<file path="src/rtl/rf_scoreboard.sv">
// ---------------------------------------------------------------------------
// rf_scoreboard
//
// Register-file write scoreboard for the five-stage in-order pipeline. It
// keeps a small saturating counter of in-flight writers per architectural
// GPR. The counter increments when decode issues a writer and decrements
// when writeback retires it. Decode is told to hold when a source register
// still has a pending writer (raw_stall), or when the destination counter
// is already full (issue_block).
//
// Ports
//   clk, reset                      clock; synchronous active-high reset
//   ds_issue, ds_gr_we, ds_dest     decode issue event and its destination
//   ds_rj/rk/rd, ds_use_rj/rk/rd    sources of the instruction in decode
//   ws_retire, ws_gr_we, ws_dest    writeback retire event and destination
//   flush                           discard all pending writers
//   raw_stall                       combinational read-after-write hold
//   issue_block                     combinational hold: dest counter full
//   busy_vec                        registered per-register busy flags
//   stall_cycles                    registered count of held cycles
// ---------------------------------------------------------------------------
module rf_scoreboard #(
    parameter int NREG = 32,
    parameter int CW   = 2
) (
    input  logic            clk,
    input  logic            reset,
    input  logic            ds_issue,
    input  logic            ds_gr_we,
    input  logic [4:0]      ds_dest,
    input  logic [4:0]      ds_rj,
    input  logic [4:0]      ds_rk,
    input  logic [4:0]      ds_rd,
    input  logic            ds_use_rj,
    input  logic            ds_use_rk,
    input  logic            ds_use_rd,
    input  logic            ws_retire,
    input  logic            ws_gr_we,
    input  logic [4:0]      ws_dest,
    input  logic            flush,
    output logic            raw_stall,
    output logic            issue_block,
    output logic [NREG-1:0] busy_vec,
    output logic [31:0]     stall_cycles
);

    localparam logic [CW-1:0] CNT_ZERO = {CW{1'b0}};
    localparam logic [CW-1:0] CNT_MAX  = {CW{1'b1}};
    localparam logic [CW-1:0] CNT_ONE  = {{(CW-1){1'b0}}, 1'b1};

    logic            inc_s;
    logic            dec_s;
    logic [NREG-1:0] inc_vec_s;
    logic [NREG-1:0] dec_vec_s;
    logic [CW-1:0]   count_r      [1:NREG-1];
    logic [CW-1:0]   count_next_s [1:NREG-1];
    logic [CW-1:0]   cnt_view_s   [0:NREG-1];
    logic [NREG-1:0] busy_next_s;
    logic            raw_stall_s;
    logic            issue_block_s;
    logic [NREG-1:0] busy_vec_r;
    logic [31:0]     stall_cycles_r;

    // r0 is never tracked, so neither event is allowed to touch it.
    assign inc_s = ds_issue && ds_gr_we && (ds_dest != 5'd0);
    assign dec_s = ws_retire && ws_gr_we && (ws_dest != 5'd0);

    // One-hot decode of the increment and decrement targets.
    always_comb begin
        inc_vec_s = {NREG{1'b0}};
        dec_vec_s = {NREG{1'b0}};
        if (inc_s) begin
            inc_vec_s[ds_dest] = 1'b1;
        end else begin
            inc_vec_s = {NREG{1'b0}};
        end
        if (dec_s) begin
            dec_vec_s[ws_dest] = 1'b1;
        end else begin
            dec_vec_s = {NREG{1'b0}};
        end
    end

    // Read view of the counters with a hard-wired zero entry for r0.
    always_comb begin
        cnt_view_s[0] = CNT_ZERO;
        for (int i = 1; i < NREG; i++) begin
            cnt_view_s[i] = count_r[i];
        end
    end

    // Next counter values: flush wins, inc+dec cancel, otherwise saturate
    // at both ends so protocol errors never wrap a counter.
    always_comb begin
        busy_next_s = {NREG{1'b0}};
        for (int i = 1; i < NREG; i++) begin
            count_next_s[i] = count_r[i];
            if (flush) begin
                count_next_s[i] = CNT_ZERO;
            end else if (inc_vec_s[i] && dec_vec_s[i]) begin
                count_next_s[i] = count_r[i];
            end else if (inc_vec_s[i]) begin
                if (count_r[i] != CNT_MAX) begin
                    count_next_s[i] = count_r[i] + CNT_ONE;
                end else begin
                    count_next_s[i] = CNT_MAX;
                end
            end else if (dec_vec_s[i]) begin
                if (count_r[i] != CNT_ZERO) begin
                    count_next_s[i] = count_r[i] - CNT_ONE;
                end else begin
                    count_next_s[i] = CNT_ZERO;
                end
            end else begin
                count_next_s[i] = count_r[i];
            end
            busy_next_s[i] = (count_next_s[i] != CNT_ZERO);
        end
    end

    // Hazard outputs read only the registered counters. A writer retiring
    // this cycle still counts as busy: its value reaches the RF next cycle.
    always_comb begin
        raw_stall_s = 1'b0;
        issue_block_s = 1'b0;
        if ((ds_use_rj && (cnt_view_s[ds_rj] != CNT_ZERO)) ||
            (ds_use_rk && (cnt_view_s[ds_rk] != CNT_ZERO)) ||
            (ds_use_rd && (cnt_view_s[ds_rd] != CNT_ZERO))) begin
            raw_stall_s = 1'b1;
        end else begin
            raw_stall_s = 1'b0;
        end
        if (ds_gr_we && (ds_dest != 5'd0) && (cnt_view_s[ds_dest] == CNT_MAX)) begin
            issue_block_s = 1'b1;
        end else begin
            issue_block_s = 1'b0;
        end
    end

    // Counter state, busy flags and the stall performance counter.
    always_ff @(posedge clk) begin
        if (reset) begin
            for (int i = 1; i < NREG; i++) begin
                count_r[i] <= CNT_ZERO;
            end
            busy_vec_r     <= {NREG{1'b0}};
            stall_cycles_r <= 32'd0;
        end else begin
            count_r    <= count_next_s;
            busy_vec_r <= busy_next_s;
            if ((raw_stall_s || issue_block_s) && !flush) begin
                stall_cycles_r <= stall_cycles_r + 32'd1;
            end
        end
    end

    assign raw_stall    = raw_stall_s;
    assign issue_block  = issue_block_s;
    assign busy_vec     = busy_vec_r;
    assign stall_cycles = stall_cycles_r;

endmodule

</file>
<file path="config.mk">
export PLATFORM = sky130hd
export DESIGN_NAME = rf_scoreboard
export DESIGN_NICKNAME = d
export VERILOG_FILES = /design/src/rtl/rf_scoreboard.sv
export SDC_FILE = /design/constraint.sdc
export NUM_CORES = 1
export LEC_CHECK = 0
export ABC_AREA = 1
export CAP_MARGIN = 20
export CORE_MARGIN = 4
export CORE_UTILIZATION = 60
export DETAILED_ROUTE_END_ITERATION = 7
export PLACE_DENSITY = 0.85
export SETUP_SLACK_MARGIN = 0.2
export SYNTH_ARGS = -nofsm -noshare
export SYNTH_HDL_FRONTEND = slang
export SYNTH_SLANG_ARGS = --single-unit
</file>
<file path="constraint.sdc">
create_clock -name clk -period 5.65 [get_ports clk]
set_clock_uncertainty 0.2 [all_clocks]
set_input_delay 0.8475 -clock clk [delete_from_list [all_inputs] [get_ports clk]]
set_output_delay 0.8475 -clock clk [all_outputs]
set_load 0.005 [all_outputs]
</file>
==> results of run 1 <==
==> area by class of cell <==
| type | instances | area (um2) |
|---|---|---|
| Clock buffer | 23 | 468 |
| Fill cell | 1137 | 3500 |
| Inverter | 157 | 589 |
| Tap cell | 176 | 220 |
| Timing Repair Buffer | 105 | 1030 |
| Sequential cell | 125 | 2500 |
| Multi-Input combinational cell | 1101 | 4870 |
| Clock inverter | 9 | 111 |
==> cells in the final DEF (no fill, tap or decap), types with 3 or more instances in the layout <==
cell,synthesis,final
clkbuf_16,0,17
a21oi_1,88,88
o211ai_1,13,13
nand2_1,412,412
clkbuf_1,18,4
nor3_1,27,27
o21ai_0,109,109
dfxtp_1,125,125
nand4_1,9,9
nor2_2,7,7
buf_4,9,6
nand3_1,115,115
xor2_1,13,13
nor4_1,6,6
clkdlybuf4s50_1,0,98
inv_1,153,153
o22ai_1,20,20
nand2_2,3,3
nor2_1,261,261
==> critical path: cells and delay by family <==
kind | cells | cell delay, ns
simple gates | 8 | 0.93
buf+inv | 4 | 1.82
==> report_power, final <==
group | leakage, nW | internal (mW) | switching (mW) | total [mW]
clock network | 0.278 | 0.673 | 0.408 | 1.08
logic | 2.89 | 0.0657 | 0.149 | 0.214
registers | 1.01 | 0.885 | 0.00337 | 0.888
total | 4.18 | 1.62 | 0.560 | 2.18
==> through the flow <==
step           instances  utilization (%)  setup slack [ns]  instance area, um2  power [mW]
6_report            1696             73.7             0.999                9800        2.18
5_1_grt             1696             73.7             0.770                9800        2.24
4_1_cts             1696             73.7              1.06                9800        2.18
3_5_place_dp        1664             69.3              1.09                9220        1.11
3_3_place_gp        1664             69.3              1.11                9220        1.11
2_1_floorplan       1420                -              2.77                8160        1.04
==> cell usage after synthesis <==
cell type | number | share of area [%]
nand2_1 | 412 | 19
nor3_1 | 27 | 1.7
buf_4 | 9 | 0.83
clkbuf_1 | 18 | 0.83
xor2_1 | 13 | 1.4
nand4_4 | 1 | 0.26
nor3_2 | 1 | 0.12
clkinv_1 | 2 | 0.092
o21ai_2 | 1 | 0.11
a21boi_0 | 1 | 0.092
o22ai_1 | 20 | 1.5
xnor2_1 | 1 | 0.11
ha_1 | 1 | 0.15
nand3_2 | 1 | 0.12
and3_1 | 1 | 0.077
o211ai_1 | 13 | 1.2
dfxtp_1 | 125 | 31
nand3b_1 | 2 | 0.18
nor2_1 | 261 | 12
o21ai_1 | 2 | 0.12
nand2_2 | 3 | 0.23
and2_1 | 1 | 0.077
a21oi_1 | 88 | 5.4
nor2_2 | 7 | 0.54
nand4_1 | 9 | 0.69
nor4_1 | 6 | 0.46
buf_2 | 8 | 0.49
a211oi_1 | 2 | 0.18
buf_1 | 1 | 0.046
conb_1 | 1 | 0.046
inv_1 | 153 | 7.0
inv_2 | 2 | 0.092
buf_6 | 1 | 0.14
o21ai_0 | 109 | 6.7
nor2_4 | 2 | 0.28
nand3_1 | 115 | 7.1
==> layer usage <==
layer | track usage [%] | up-vias | share of wire (%)
li1 | - | 4745 | -
met1 | 46.1 | 4382 | 41
met2 | 53.3 | 576 | 43
met3 | 9.26 | 103 | 11
met4 | 16.4 | 0 | 4.6
met5 | 0 | - | 0
==> sequential cells by signal (all words and copies together) (netlist names) <==
register / cells
cnt_view_s: 62
stall_cycles: 32
busy_vec: 31
==> logic make-up after synthesis <==
| logic type | count (synthesis) | synth area share [%] |
|---|---|---|
| buf+inv | 194 | 9.56 |
| compound gates | 236 | 15.3 |
| fa+ha+maj | 1 | 0.153 |
| flops | 125 | 30.7 |
| xor+xnor | 14 | 1.50 |
| simple gates | 849 | 42.7 |
| other cells | 1 | 0.0460 |
==> worst min path at each step <==
| stage | cells after the start | from | slack, ns | endpoint |
|---|---|---|---|---|
| 6_report | 2 | stall_cycles[31] | 0.33 | stall_cycles[31] |
| 3_5_place_dp | 2 | stall_cycles[31] | 0.32 | stall_cycles[31] |
| 3_3_place_gp | 2 | stall_cycles[31] | 0.30 | stall_cycles[31] |
| 5_1_grt | 2 | stall_cycles[30] | 0.38 | stall_cycles[30] |
| 4_1_cts | 2 | stall_cycles[31] | 0.33 | stall_cycles[31] |
| 2_1_floorplan | 2 | stall_cycles[31] | 0.30 | stall_cycles[31] |
==> results.yml, run 1 <==
sta:
  tightestPinTransition_ns: 1.13
  finalSetupViolations: 0
  fin_tns_setup_ns: 0
  drv_slew: 0
  rsz0062_at_grt: "false"
  timing.final.crit_share_pct: 82.3
  whs_ns: 0.332
  max-slew-margin-rel_pct: 24.5
  post-route-min-period_ns: 4.65
  final_hold_viol_count: 0
  max_freq_mhz: 215
placement:
  portBuffers: 99
  dp_hpwl_um: 20200
  gp_congestion: 1.04
setup_path:
  crit_path_max_incr_delay_ns: 0.81
  r2r_cells: 12
  timing.rr.start: "cnt_view_s[60]"
  startpoint_type: "input pin"
  crit_top_cell: "nand2_1"
  slowest_stage: "clkdlybuf4s50_1"
  end_kind: "primary output"
  worst_r2r_endpoint: "stall_cycles[8]"
  crit_start: "ds_dest[1]"
  r2r_slack_ns: 2.71
  critical_path_class: "input pin to primary output"
  crit_chain: "clkdlybuf4s50_1 -> inv_1 -> nor2_4 -> nand2_1 -> nand3_1 -> nand2_1 -> nand2_1 -> nor2_1 -> nand2_1 -> nand3_1 -> inv_1 -> clkdlybuf4s50_1"
  cp_max_fo: 13
  cp.arrival_ns: 3.60
  cp-endpoint: "issue_block"
  required_ns: 4.60
finish:
  antennaDiodeCount: 0
  num-nets-final: 1543
  syn2layout_area_growth_pct: 20.1
  drive_above_1_share_pct: 3.49
drt:
  drt-initial-drc-count: 1421
  drc: 0
  wl_um: 27900
  postRouteAntennaNets: 0
  vias: 9806
  viasPerCell: 5.78
  avgRoutedWirePerCell_um: 16.4
  drt_first_pass_iters: 8
clocking:
  cts_buffers: 17
  clk_pin_slew_ns: 0.05
  clock_sinks: 125
  cts_hold_buf: 0
  h-tree-depth: 4
  clk_latency_ns: 0.43
  cts_resized: 0
  clockRootBuffer: "clkbuf_16"
  cts_tree: "done"
  cts_setup_buffers: 0
  clk_path_buf_depth: 2
floorplanning:
  core_area_mm2: 0.0133
  fp.dieH_um: 125
  initial_core_util_pct: 61.3
  fp.dieW_um: 125
  die_area_mm2: 0.0155
  core.rowCount: 42
  ioPinCount: 101
logic_synthesis:
  seq_area_frac_synth_pct: 30.7
  syn_nets: 1456
  synth.distinct_cells: 36
  synth_area_mm2: 0.00816
  yosys_register_bits: 125
  syn_inst: 1420
  avgSynthCellArea_um2: 5.74
  yosysWarningCount: 0
job:
  drv_cap: 0
power:
  p_per_area_mw_per_mm2: 223
  p_leak_nw: 4.18
  peakVddDrop_mv: 0.235
grt:
  grt_use_total_pct: 35.0
  grt_pass1_wl_um: 44300
  grt-ovfl-total: 0
  grt_pass1_vias: 8852
  antenna_found_initial: 0
  grt_max_degree: 81
worst_hold_path:
  hold_class: "flip-flop to flip-flop"
outcome:
  outcome: "completed"
No activity file was read; power rests on OpenSTA's default activity.
==> inputs of run 2 (changes only) <==
- CORE_UTILIZATION: 60 -> 51
- PLACE_DENSITY: 0.85 -> 0.77
- clock period: 5.65 -> 3.9 ns (I/O delays scaled with it)
==> results.yml, run 2 (synthesis results as in run 1) <==
drt:
  vias: 9683
  viasPerCell: 5.54
  postRouteAntennaNets: 0
  drt-initial-drc-count: 845
  drc: 0
  avgRoutedWirePerCell_um: 16.2
  wl_um: 28300
  drt_first_pass_iters: 5
clocking:
  clk_latency_ns: 0.43
  cts_tree: "done"
  cts_hold_buf: 0
  clockRootBuffer: "clkbuf_16"
  clock_sinks: 125
  clk_pin_slew_ns: 0.06
  cts_resized: 0
  cts_setup_buffers: 0
  clk_path_buf_depth: 2
  cts_buffers: 17
  h-tree-depth: 4
placement:
  portBuffers: 99
  gp_congestion: 1.02
  dp_hpwl_um: 21300
  postPlaceCellArea_mm2: 0.00941
sta:
  drv_slew: 0
  max_freq_mhz: 280
  timing.final.crit_share_pct: 91.4
  rsz0062_at_grt: "false"
  max-slew-margin-rel_pct: 30.0
  final_hold_viol_count: 0
  tightestPinTransition_ns: 1.05
  post-route-min-period_ns: 3.57
  fin_tns_setup_ns: 0
  finalSetupViolations: 0
power:
  p_per_area_mw_per_mm2: 320
  p_leak_nw: 4.28
  peakVddDrop_mv: 0.407
worst_hold_path:
  hold_class: "flip-flop to flip-flop"
setup_path:
  startpoint_type: "input pin"
  required_ns: 3.12
  critical_path_class: "input pin to primary output"
  end_kind: "primary output"
  cp_max_fo: 10
  cp.arrival_ns: 2.78
finish:
  num-nets-final: 1561
  final_cell_mix: "nand2_1, nor2_1, inv_1"
  antennaDiodeCount: 0
  syn2layout_area_growth_pct: 22.7
  stdcell_area_mm2: 0.0100
  finish.utilization_pct: 64.9
  mostFrequentLayoutCell: "nand2_1"
  largest_reg_flops: 62
  drive_above_1_share_pct: 4.94
floorplanning:
  core_area_mm2: 0.0154
  ioPinCount: 101
  core.rowCount: 45
  fp.dieH_um: 134
  die_area_mm2: 0.0181
  initial_core_util_pct: 52.9
  fp.dieW_um: 134
grt:
  antenna_found_initial: 0
  grt_pass1_wl_um: 44600
  grt-ovfl-total: 0
  grt_pass1_vias: 8675
  grt_max_degree: 65
  grt_use_total_pct: 31.0
job:
  drv_cap: 0
outcome:
  outcome: "completed"
run 2: changes by cell type in the layout (fill, tap and decap cells not counted):
| cell | change |
|---|---|
| buf_6 | +1 |
| clkinvlp_4 | +2 |
| buf_4 | +16 |
| nor2_1 | -1 |
| clkinv_4 | +1 |
| clkinv_2 | +1 |
| clkbuf_1 | -4 |
| nor2_2 | +1 |
| buf_12 | +1 |
run 2: final timing paths:
kind	startpoint	endpoint	slack, ns	cells past startpoint
worst max register to register	stall_cycles[1]	stall_cycles[24]	1.25	12
worst max-delay path	ds_dest[1]	issue_block	0.33	12
worst min register to register	stall_cycles[31]	stall_cycles[31]	0.33	2
worst min-delay path	stall_cycles[31]	stall_cycles[31]	0.33	2
run 2: final cells by class:
type,instances,area [um2]
well taps,211,264
repair buffers,123,1180
multi-input cells,1101,4880
clock inverters,13,140
flip-flops and latches,125,2500
fillers,1503,5420
inverters,157,589
clock buffers,19,453
run 2: through the flow:
step	hold WS (ns)	std cells	total power, mW	worst slack, ns
3_3_place_gp	0.301	1717	1.64	0.330
6_report	0.326	1749	3.20	0.334
5_1_grt	0.371	1749	3.29	0.205
3_5_place_dp	0.311	1717	1.64	0.316
4_1_cts	0.321	1749	3.20	0.299
2_1_floorplan	0.298	1420	1.51	1.54
run 2: power breakdown:
| part | internal (mW) | total (mW) | switching (mW) |
|---|---|---|---|
| Clock | 0.974 | 1.58 | 0.610 |
| Combinational | 0.111 | 0.333 | 0.222 |
| Sequential | 1.28 | 1.29 | 0.00497 |
run 2: routing by layer:
metal | vias up | track usage [%] | routed length [um]
met5 | - | 0 | 0
met4 | 0 | 12.8 | 1120
met3 | 70 | 4.55 | 2220
met2 | 471 | 49.4 | 12600
met1 | 4366 | 42.3 | 12400
li1 | 4776 | - | -
run 2: worst max-delay path, cell delays in order:
cell and delay, ns:
clkdlybuf4s50_1 0.53, buf_4 0.24, nor2_2 0.23, nand2_1 0.08
nand3_1 0.09, nand2_1 0.05, nand2_1 0.06, nor2_1 0.04
nand2_1 0.07, nand3_1 0.19, inv_1 0.10, clkdlybuf4s50_1 0.50
